## config.mk

```make
export PLATFORM = sky130hd
export DESIGN_NAME = fifo_wr_arbiter
export DESIGN_NICKNAME = d
export VERILOG_FILES = /design/src/rtl/fifo_arb_pkg.sv /design/src/rtl/fifo_rr_picker.sv /design/src/rtl/fifo_wr_arbiter.sv
export SDC_FILE = /design/constraint.sdc
export NUM_CORES = 1
export LEC_CHECK = 0
export CAP_MARGIN = 40
export CORE_ASPECT_RATIO = 0.9
export CORE_MARGIN = 2
export CORE_UTILIZATION = 32
export CTS_CLUSTER_DIAMETER = 200
export DETAILED_ROUTE_END_ITERATION = 7
export HOLD_SLACK_MARGIN = 0.1
export PLACE_DENSITY = 0.88
export SYNTH_ARGS = -nofsm -noshare
export SYNTH_HDL_FRONTEND = slang
export SYNTH_SLANG_ARGS = --single-unit
```

## constraint.sdc

```tcl
create_clock -name clk -period 9.3 [get_ports clk]
set_clock_uncertainty 0.2 [all_clocks]
set_input_delay 0.93 -clock clk [delete_from_list [all_inputs] [get_ports clk]]
set_output_delay 0.93 -clock clk [all_outputs]
set_load 0.03 [all_outputs]
```

## src/rtl/fifo_arb_pkg.sv

```systemverilog
// fifo_arb_pkg
//  Shared types and helpers for the FIFO write-port arbiter.
//  - arb_state_e : arbiter state (IDLE = port free, BURST = an owner holds the port)
//  - rr_pick_t   : result of a round-robin scan (found flag + winning index)
//  - rr_first()  : first set request scanning start, start+1, ... wrapping at n_req
package fifo_arb_pkg;

    typedef enum logic {
        IDLE  = 1'b0,
        BURST = 1'b1
    } arb_state_e;

    // The scan helper works on a fixed-width request vector so it can be shared
    // by any arbiter size up to RR_MAX_REQ requesters.
    localparam int RR_MAX_REQ = 32;
    localparam int RR_IDX_W   = 5;

    typedef struct packed {
        logic                found;
        logic [RR_IDX_W-1:0] idx;
    } rr_pick_t;

    // Returns the first set bit of req[n_req-1:0] met when scanning upward from
    // start and wrapping from n_req-1 back to 0. start must be < n_req.
    function automatic rr_pick_t rr_first(
        input logic [RR_MAX_REQ-1:0] req,
        input int                    n_req,
        input int                    start
    );
        rr_pick_t pick;
        int       j;
        pick = '0;
        for (int k = 0; k < RR_MAX_REQ; k++) begin
            j = start + k;
            if (j >= n_req) begin
                j = j - n_req;
            end
            if ((k < n_req) && !pick.found && req[j[RR_IDX_W-1:0]]) begin
                pick.found = 1'b1;
                pick.idx   = j[RR_IDX_W-1:0];
            end
        end
        return pick;
    endfunction

endpackage

```

## src/rtl/fifo_rr_picker.sv

```systemverilog
// fifo_rr_picker
//  Combinational round-robin picker. Masks out the excluded requesters, then
//  returns the first remaining request found scanning from start upward with
//  wrap-around.
// Ports
//  req     in  N_REQ   request vector
//  start   in  IDX_W   index where the scan begins
//  exclude in  N_REQ   requesters that may not win this scan
//  onehot  out N_REQ   one-hot winner (all zero when nothing found)
//  idx     out IDX_W   winner index (only meaningful when found)
//  found   out 1       a winner exists
module fifo_rr_picker
    import fifo_arb_pkg::*;
#(
    parameter int N_REQ = 4,
    parameter int IDX_W = 2
) (
    input  logic [N_REQ-1:0] req,
    input  logic [IDX_W-1:0] start,
    input  logic [N_REQ-1:0] exclude,
    output logic [N_REQ-1:0] onehot,
    output logic [IDX_W-1:0] idx,
    output logic             found
);

    logic [RR_MAX_REQ-1:0] req_ext;
    rr_pick_t              pick;

    always_comb begin
        req_ext              = '0;
        req_ext[N_REQ-1:0]   = req & ~exclude;
    end

    assign pick  = rr_first(req_ext, N_REQ, int'(start));
    assign found = pick.found;
    assign idx   = pick.idx[IDX_W-1:0];

    generate
        for (genvar gi = 0; gi < N_REQ; gi++) begin : g_onehot
            assign onehot[gi] = pick.found && (pick.idx == RR_IDX_W'(gi));
        end
    endgenerate

endmodule

```

## src/rtl/fifo_wr_arbiter.sv

```systemverilog
// fifo_wr_arbiter
//  Sole writer of a synchronous FIFO, shared by N_REQ producers. Round-robin
//  arbitration with bounded bursts: the winner keeps the port for up to
//  MAX_BURST consecutive beats, then must rotate if anyone else is waiting.
//  The FIFO full flag gates every grant and freezes all arbiter state.
// Ports
//  clk         in  1            clock, rising edge
//  reset       in  1            asynchronous active-low reset
//  req         in  N_REQ        per-requester valid, held with req_data until granted
//  req_data    in  N_REQ*WIDTH  packed data, slice i = [i*WIDTH +: WIDTH]
//  gnt         out N_REQ        one-hot accept (combinational); beat moves at posedge
//  fifo_full   in  1            FIFO full flag
//  fifo_w_enb  out 1            FIFO write enable (= |gnt)
//  fifo_d_in   out WIDTH        data of the granted requester, 0 with no grant
//  owner       out clog2(N_REQ) current burst owner (registered)
//  busy        out 1            high while a burst is in progress
module fifo_wr_arbiter
    import fifo_arb_pkg::*;
#(
    parameter  int N_REQ     = 4,
    parameter  int WIDTH     = 32,
    parameter  int MAX_BURST = 4,
    localparam int IDX_W     = (N_REQ > 1) ? $clog2(N_REQ) : 1,
    localparam int CNT_W     = $clog2(MAX_BURST + 1)
) (
    input  logic                   clk,
    input  logic                   reset,
    input  logic [N_REQ-1:0]       req,
    input  logic [N_REQ*WIDTH-1:0] req_data,
    output logic [N_REQ-1:0]       gnt,
    input  logic                   fifo_full,
    output logic                   fifo_w_enb,
    output logic [WIDTH-1:0]       fifo_d_in,
    output logic [IDX_W-1:0]       owner,
    output logic                   busy
);

    arb_state_e       state_reg, state_next;
    logic [IDX_W-1:0] ptr_reg, ptr_next;
    logic [IDX_W-1:0] owner_reg, owner_next;
    logic [CNT_W-1:0] burst_cnt_reg, burst_cnt_next;

    logic [N_REQ-1:0] owner_onehot;
    logic [IDX_W-1:0] owner_plus1;
    logic             owner_req;
    logic             owner_can_continue;

    logic [IDX_W-1:0] pick_start;
    logic [N_REQ-1:0] pick_exclude;
    logic [N_REQ-1:0] pick_onehot;
    logic [IDX_W-1:0] pick_idx;
    logic             pick_found;

    logic [N_REQ-1:0] gnt_comb;
    logic [WIDTH-1:0] slice_masked [N_REQ];

    // ------------------------------------------------------------------
    // Owner decode and eligibility
    // ------------------------------------------------------------------
    generate
        for (genvar gi = 0; gi < N_REQ; gi++) begin : g_owner_dec
            assign owner_onehot[gi] = (owner_reg == IDX_W'(gi));
        end
    endgenerate

    assign owner_plus1 = (owner_reg == IDX_W'(N_REQ - 1)) ? '0 : owner_reg + IDX_W'(1);
    assign owner_req   = |(req & owner_onehot);

    // The owner may keep the port only while it still has data and has not
    // used up its burst allowance.
    assign owner_can_continue = (state_reg == BURST) && owner_req &&
                                (burst_cnt_reg < CNT_W'(MAX_BURST));

    // ------------------------------------------------------------------
    // Single shared picker: from IDLE it scans from ptr over everyone; on a
    // burst release it scans from owner+1 with the old owner excluded, so the
    // owner only re-wins when nobody else is asking.
    // ------------------------------------------------------------------
    assign pick_start   = (state_reg == BURST) ? owner_plus1  : ptr_reg;
    assign pick_exclude = (state_reg == BURST) ? owner_onehot : '0;

    fifo_rr_picker #(
        .N_REQ (N_REQ),
        .IDX_W (IDX_W)
    ) u_picker (
        .req     (req),
        .start   (pick_start),
        .exclude (pick_exclude),
        .onehot  (pick_onehot),
        .idx     (pick_idx),
        .found   (pick_found)
    );

    // ------------------------------------------------------------------
    // Next-state and grant logic
    // ------------------------------------------------------------------
    always_comb begin
        state_next     = state_reg;
        ptr_next       = ptr_reg;
        owner_next     = owner_reg;
        burst_cnt_next = burst_cnt_reg;
        gnt_comb       = '0;

        // A full FIFO freezes everything, including an ongoing burst.
        if (!fifo_full) begin
            case (state_reg)
                IDLE: begin
                    if (pick_found) begin
                        gnt_comb       = pick_onehot;
                        state_next     = BURST;
                        owner_next     = pick_idx;
                        burst_cnt_next = CNT_W'(1);
                    end
                end

                BURST: begin
                    if (owner_can_continue) begin
                        gnt_comb       = owner_onehot;
                        // Never exceeds MAX_BURST: eligibility requires cnt < MAX_BURST.
                        burst_cnt_next = burst_cnt_reg + CNT_W'(1);
                    end else begin
                        // Release this cycle and hand over without a bubble.
                        ptr_next = owner_plus1;
                        if (pick_found) begin
                            gnt_comb       = pick_onehot;
                            owner_next     = pick_idx;
                            burst_cnt_next = CNT_W'(1);
                        end else if (owner_req) begin
                            gnt_comb       = owner_onehot;
                            burst_cnt_next = CNT_W'(1);
                        end else begin
                            state_next     = IDLE;
                            burst_cnt_next = '0;
                        end
                    end
                end

                default: begin
                    state_next = IDLE;
                end
            endcase
        end
    end

    always_ff @(posedge clk or negedge reset) begin
        if (!reset) begin
            state_reg     <= IDLE;
            ptr_reg       <= '0;
            owner_reg     <= '0;
            burst_cnt_reg <= '0;
        end else begin
            state_reg     <= state_next;
            ptr_reg       <= ptr_next;
            owner_reg     <= owner_next;
            burst_cnt_reg <= burst_cnt_next;
        end
    end

    // ------------------------------------------------------------------
    // Outputs. Grants are blanked while reset is asserted so an in-flight
    // beat is dropped rather than written.
    // ------------------------------------------------------------------
    assign gnt        = reset ? gnt_comb : '0;
    assign fifo_w_enb = |gnt;
    assign owner      = owner_reg;
    assign busy       = (state_reg == BURST);

    // AND-OR data mux: at most one gnt bit is set, so OR-ing masked slices
    // selects the granted slice and yields zero when nothing is granted.
    generate
        for (genvar gi = 0; gi < N_REQ; gi++) begin : g_data_mask
            assign slice_masked[gi] = gnt[gi] ? req_data[gi*WIDTH +: WIDTH] : '0;
        end
    endgenerate

    always_comb begin
        fifo_d_in = '0;
        for (int i = 0; i < N_REQ; i++) begin
            fifo_d_in = fifo_d_in | slice_masked[i];
        end
    end

endmodule
```

==> results_dict.tcl, run 1 <==
set metrics [dict create \
    final_layout_size_suffix_gt1_share_pct 7.07 \
    io_pins 175 \
    setup-tns-final_ps 0 \
    cts_resized 0 \
    pre_cts_ws_ps 3360 \
    post_cts_buffers 0 \
    crit_type "in2out" \
    relSlewSlack_pct 41.9 \
    cts_tree "built" \
    synth_cells 202 \
    die_w_um 80.9 \
    die_area_um2 5930 \
    p_clk_share_pct 2.8 \
    p_comb_share_pct 92.2 \
    period_share_pct 64.6 \
    rows 25 \
    use_met2_pct 48.9 \
    grt_pass1_wl_um 11900 \
    detail-route-antenna-nets 0 \
    wirelength_um 8280 \
    final_cell_mix "clkdlybuf4s50_1 (174), a22o_1 (32), a221o_1 (32)" \
    power_density_nw_per_um2 408 \
    syn2layout_area_growth_pct 106 \
    seq_power_share_pct 5.0 \
    drc 0 \
    ir_worst_vdd_mv 0.258 \
    first_global_vias 2414 \
    clock.fmax_mhz 167 \
    async_reset_ff_share_pct 100 \
    multi_input_area_um2 1390 \
    postCtsHoldBufs 0 \
    nNetsFinal 514 \
    yosysSeqAreaShare_pct 11.7 \
    met1_usage_pct 28.9 \
    avgRoutedWirePerCell_um 19.0 \
    finalHoldViolCount 0 \
    synth-seq-cells 8 \
    p_int_mw 0.652 \
    cp_max_fo 33 \
    final_common_cell "clkdlybuf4s50_1" \
    place_congestion 0.919 \
    finalWorstSetupSlack_ps 3290 \
    total_leakage_power_nw 1.35 \
    core_area_um2 5190 \
    synth_edf_count 0 \
    setup_viol 0 \
    initial_core_util_pct 32.8 \
    finalMaxSlewViolations 0 \
    cts_htree_levels 1 \
    cts_max_path_buffers 2 \
    dominantRegCellSynth "dfrtp_1" \
    largest_register_ffs 3 \
    grt_start_max_net_pins 34 \
    numCtsBuffers 3 \
    portBuffers 174 \
    path_clk_slew_ps 40 \
    n_fill_cell 448 \
    p_sw_share_pct 54.3 \
    worstSetupStartpointType "input port" \
    period_needed_ps 6010 \
    cp.required_ps 8170 \
    cts_num_sinks 8 \
    fp.dieH_um 73.2 \
    tightestPinTransition_ps 870 \
    overflow 0 \
    clock_latency_ps 220 \
    synth_cell_types 47 \
    regArea_um2 200 \
    met3_usage_pct 5.45 \
    status "finished, final reports clean" \
    grt_usage_pct 25.7 \
    num_vias 2528 \
    antenna_found_initial 0 \
    yosysWarnings 0 \
    maxCapViolCount 0 \
    cp-end-kind "output port" \
    syn_avg_cell_area_um2 8.44 \
    rsz0062_at_grt "false" \
    dr.pass1.iters 4 \
    syn-num-nets 346 \
    cts_root_buf "clkbuf_8" \
    syn_area_um2 1700 \
    crit_arrival_ps 4880 \
    grt-busiest-layer "met2" \
    initialDrtViolationCount 92 \
    dpl.hpwl_um 6730 \
    n_antenna_cell 0 \
    routed_via_density 5.81 \
    min_path_type "reg2reg" \
    power_switching_mw 0.776 \
]
cell families (layout without fill, tap and decap cells):
group / count (synthesis) / count (layout) / share of synthesized area [%]
DFF: 8 / 8 / 11.7
buffers and inverters: 21 / 187 / 6.97
adders and majority gates: 9 / 9 / 6.61
AOI/OAI and AO/OA: 116 / 116 / 57.6
muxes: 4 / 4 / 3.30
and+or+nand+nor: 44 / 44 / 13.8
worst max-delay path: stages:
cell             delay [ps]
clkdlybuf4s50_1         480
a21boi_1                490
o21ai_0                 220
a21boi_1                270
o2111ai_1               190
a31o_2                  320
a21o_1                  190
a21oi_4                 700
a22o_1                  260
a221o_1                 130
clkdlybuf4s50_1         690
power groups by stage:
| stage | Clock [mW] | Combinational [mW] | Sequential [mW] |
|---|---|---|---|
| final | 0.0403 | 1.32 | 0.0713 |
| after global routing | 0.0435 | 1.40 | 0.0749 |
| after CTS | 0.0415 | 1.31 | 0.0714 |
| after detailed placement | 0 | 1.30 | 0.0716 |
| after global placement | 0 | 1.29 | 0.0712 |
| after floorplan | 0 | 0.890 | 0.0756 |
path summary, 6_finish.rpt:
kind	from	endpoint	slack, ps	cells after the start
worst min register to register	burst_cnt_reg[1]$_DFFE_PN0P_	burst_cnt_reg[1]$_DFFE_PN0P_	290	2
max in group asynchronous	reset	ptr_reg[0]$_DFFE_PN0P_	7820	1
min in group asynchronous	reset	burst_cnt_reg[0]$_DFFE_PN0P_	800	1
worst min-delay path	burst_cnt_reg[1]$_DFFE_PN0P_	burst_cnt_reg[1]$_DFFE_PN0P_	290	2
worst max-delay path	req[3]	fifo_d_in[31]	3290	11
worst max register to register	owner[0]$_DFFE_PN0P_	burst_cnt_reg[0]$_DFFE_PN0P_	6100	12
area by class of cell:
| type | instances | area share, % |
|---|---|---|
| clock buffer | 3 | 1.18 |
| multi-input combinational | 173 | 39.7 |
| sequential | 8 | 5.71 |
| tap | 67 | 2.39 |
| inverter | 8 | 0.857 |
| timing repair buffer | 176 | 50.1 |
synth_stat cells, types with 5 or more instances:
cell / number / share of area [%]
a221o_1: 32 / 19
a22o_1: 32 / 16
nand2_1: 17 / 3.7
ha_1: 9 / 6.6
o21ai_0: 9 / 2.6
dfrtp_1: 8 / 12
nor2_1: 8 / 1.8
a21oi_1: 7 / 2.1
inv_1: 6 / 1.3
buf_2: 5 / 1.5
nand3_1: 5 / 1.5
layer usage:
metal  wire, um  vias up
li1           -     1180
met4        162        0
met5          0        -
met2       4370      127
met1       3110     1205
met3        636       16
stage by stage:
stage | utilization [%] | instances | cell area [um2] | total power, mW | hold WS [ps]
floorplan | - | 202 | 1700 | 0.965 | 254
global placement | 66.7 | 432 | 3460 | 1.36 | 272
detailed placement | 66.7 | 432 | 3460 | 1.37 | 285
CTS | 67.5 | 435 | 3500 | 1.42 | 296
global route | 67.5 | 435 | 3500 | 1.52 | 328
finish | 67.5 | 435 | 3500 | 1.43 | 286
Note: power is estimated with default switching activity, not from simulation.
==> run 2, diff against run 1 <==
CORE_UTILIZATION = 30   (was 32)
PLACE_DENSITY = 0.83   (was 0.88)
clock period = 6.03 ns   (was 9.3 ns; I/O delays follow)
==> run 2 against run 1 <==
Effect of this change: first-iteration DRC count grew 29%; hold slack lost 2.3 ps; count of clock-buffer cells in the layout is the same; combinational power grew 55%; register-to-register slack lost 3300 ps; core utilization shrank 4.5 points; flip-flop and latch count is the same; non-clock buffer count grew 2; total power grew 55%; clock power grew 51%; critical path type is now reg2out; critical endpoint is now fifo_d_in[12].
==> results_dict.tcl, run 2 (synthesis results as in run 1) <==
set metrics [dict create \
    critical-path-top-delay-family "compound AO/OA/AOI/OAI gates" \
    p_int_mw 1.01 \
    finalHoldViolCount 0 \
    wl_met2_um 4300 \
    wl_met1_um 3080 \
    dr.pass1.iters 4 \
    place_congestion 0.960 \
    cts_tree "built" \
    final_area_um2 3520 \
    clock.fmax_mhz 187 \
    initial_core_util_pct 30.5 \
    dpl_cell_area_um2 3480 \
    worstSetupStartpointType "flip-flop" \
    power_density_nw_per_um2 628 \
    antenna_found_initial 0 \
    grt_pass1_wl_um 11800 \
    rows 26 \
    maxCapViolCount 0 \
    num_vias 2512 \
    die_w_um 83.4 \
    power_switching_mw 1.20 \
    cp_cell_sequence "inv_1 > ha_1 > mux2_2 > ha_1 > a21oi_1 > a21boi_1 > o2111ai_1 > a31o_2 > a21o_1 > a21oi_4 > buf_4 > a22o_1 > a221o_1 > clkdlybuf4s50_1" \
    cts_root_buf "clkbuf_8" \
    cpPeakStageDelay_ps 690 \
    portBuffers 174 \
    nNetsFinal 516 \
    grt_start_max_net_pins 34 \
    fp.dieH_um 75.5 \
    die_area_um2 6300 \
    total_leakage_power_nw 1.36 \
    finalMaxSlewViolations 0 \
    path_clk_slew_ps 40 \
    avgRoutedWirePerCell_um 18.7 \
    routed_via_density 5.71 \
    cp.buffers_inverters 3 \
    rsz0062_at_grt "false" \
    cts_resized 0 \
    cts_num_sinks 8 \
    final_common_cell "clkdlybuf4s50_1" \
    period_needed_ps 5330 \
    p_comb_share_pct 92.2 \
    postCtsHoldBufs 0 \
    setup_viol 0 \
    setup-tns-final_ps 0 \
    grt_usage_pct 23.3 \
    cp.required_ps 5230 \
    detail-route-antenna-nets 0 \
    relSlewSlack_pct 60.1 \
    cts_max_path_buffers 2 \
    post-route-util_pct 62.9 \
    io_pins 175 \
    cts_htree_levels 1 \
    overflow 0 \
    initialDrtViolationCount 119 \
    final_cell_mix "clkdlybuf4s50_1 (174), a22o_1 (32), a221o_1 (32)" \
    p_clk_share_pct 2.8 \
    cp_max_fo 33 \
    dpl.hpwl_um 6830 \
    wirelength_um 8210 \
    regArea_um2 200 \
    n_antenna_cell 0 \
    wl_met3_um 543 \
    top_layer_used "met4" \
    cp_slowest_cell "clkdlybuf4s50_1" \
    cp-end-kind "output port" \
    numCtsBuffers 3 \
    min-delay-start "burst_cnt_reg[1]$_DFFE_PN0P_" \
    clock_latency_ps 220 \
    min_path_type "reg2reg" \
    largest_register_ffs 3 \
    core_area_um2 5600 \
    post_cts_buffers 0 \
    period_share_pct 88.5 \
    final_layout_size_suffix_gt1_share_pct 7.57 \
    p_sw_share_pct 54.3 \
    crit_arrival_ps 4530 \
    seq_power_share_pct 5.0 \
    r2r-start "owner[0]$_DFFE_PN0P_" \
    first_global_vias 2365 \
    status "finished, final reports clean" \
    crit_top_cell "ha_1" \
    drc 0 \
    ir_worst_vdd_mv 0.426 \
    syn2layout_area_growth_pct 107 \
    tightestPinTransition_ps 598 \
    n_fill_cell 485 \
    crit_type "reg2out" \
    multi_input_area_um2 1390 \
    cp-startpoint "owner[0]$_DFFE_PN0P_" \
]
-- run 2: cell type report --
cell class | count | area share (%)
timing repair buffer | 178 | 50.3
multi-input combinational | 173 | 39.5
sequential | 8 | 5.68
tap | 70 | 2.49
clock buffer | 3 | 1.17
inverter | 8 | 0.853
-- run 2: metrics by stage --
step,total power [mW],hold slack [ps],setup slack [ps],instances
3_3_place_gp,2.10,273,1080,437
6_report,2.21,284,696,440
4_1_cts,2.21,291,738,440
5_1_grt,2.36,340,468,440
3_5_place_dp,2.14,282,981,437
2_1_floorplan,1.49,107,1630,202
-- run 2: worst paths after layout --
| kind | end | slack (ps) | cells after the start |
|---|---|---|---|
| max | fifo_d_in[12] | 700 | 14 |
| min | burst_cnt_reg[1]$_DFFE_PN0P_ | 280 | 2 |
| max reg2reg | owner[0]$_DFFE_PN0P_ | 2810 | 11 |
| min reg2reg | burst_cnt_reg[1]$_DFFE_PN0P_ | 280 | 2 |
| max in group asynchronous | owner[0]$_DFFE_PN0P_ | 4900 | 1 |
| min in group asynchronous | burst_cnt_reg[1]$_DFFE_PN0P_ | 460 | 1 |
-- run 2: routing by layer --
layer	GRT usage [%]	up-vias
li1	-	1182
met1	27.8	1171
met2	43.4	133
met3	2.82	26
met4	10.0	0
met5	0	-
-- run 2: power by group through the flow --
stage	Sequential (mW)	Combinational (mW)	Clock (mW)
5_1_grt	0.115	2.18	0.0666
2_1_floorplan	0.117	1.37	0
3_3_place_gp	0.109	1.99	0
3_5_place_dp	0.111	2.03	0
6_report	0.111	2.04	0.0610
4_1_cts	0.110	2.03	0.0634
-- run 2: worst register-to-register path, stage by stage, from the launching register on --
cell and delay (ps):
dfrtp_1 440, inv_1 110, ha_1 310, mux2_2 360
ha_1 400, a21oi_1 220, a21boi_1 270, nor2_1 100
and3_1 230, nor3_1 250, nand2_1 90, o21ai_0 120
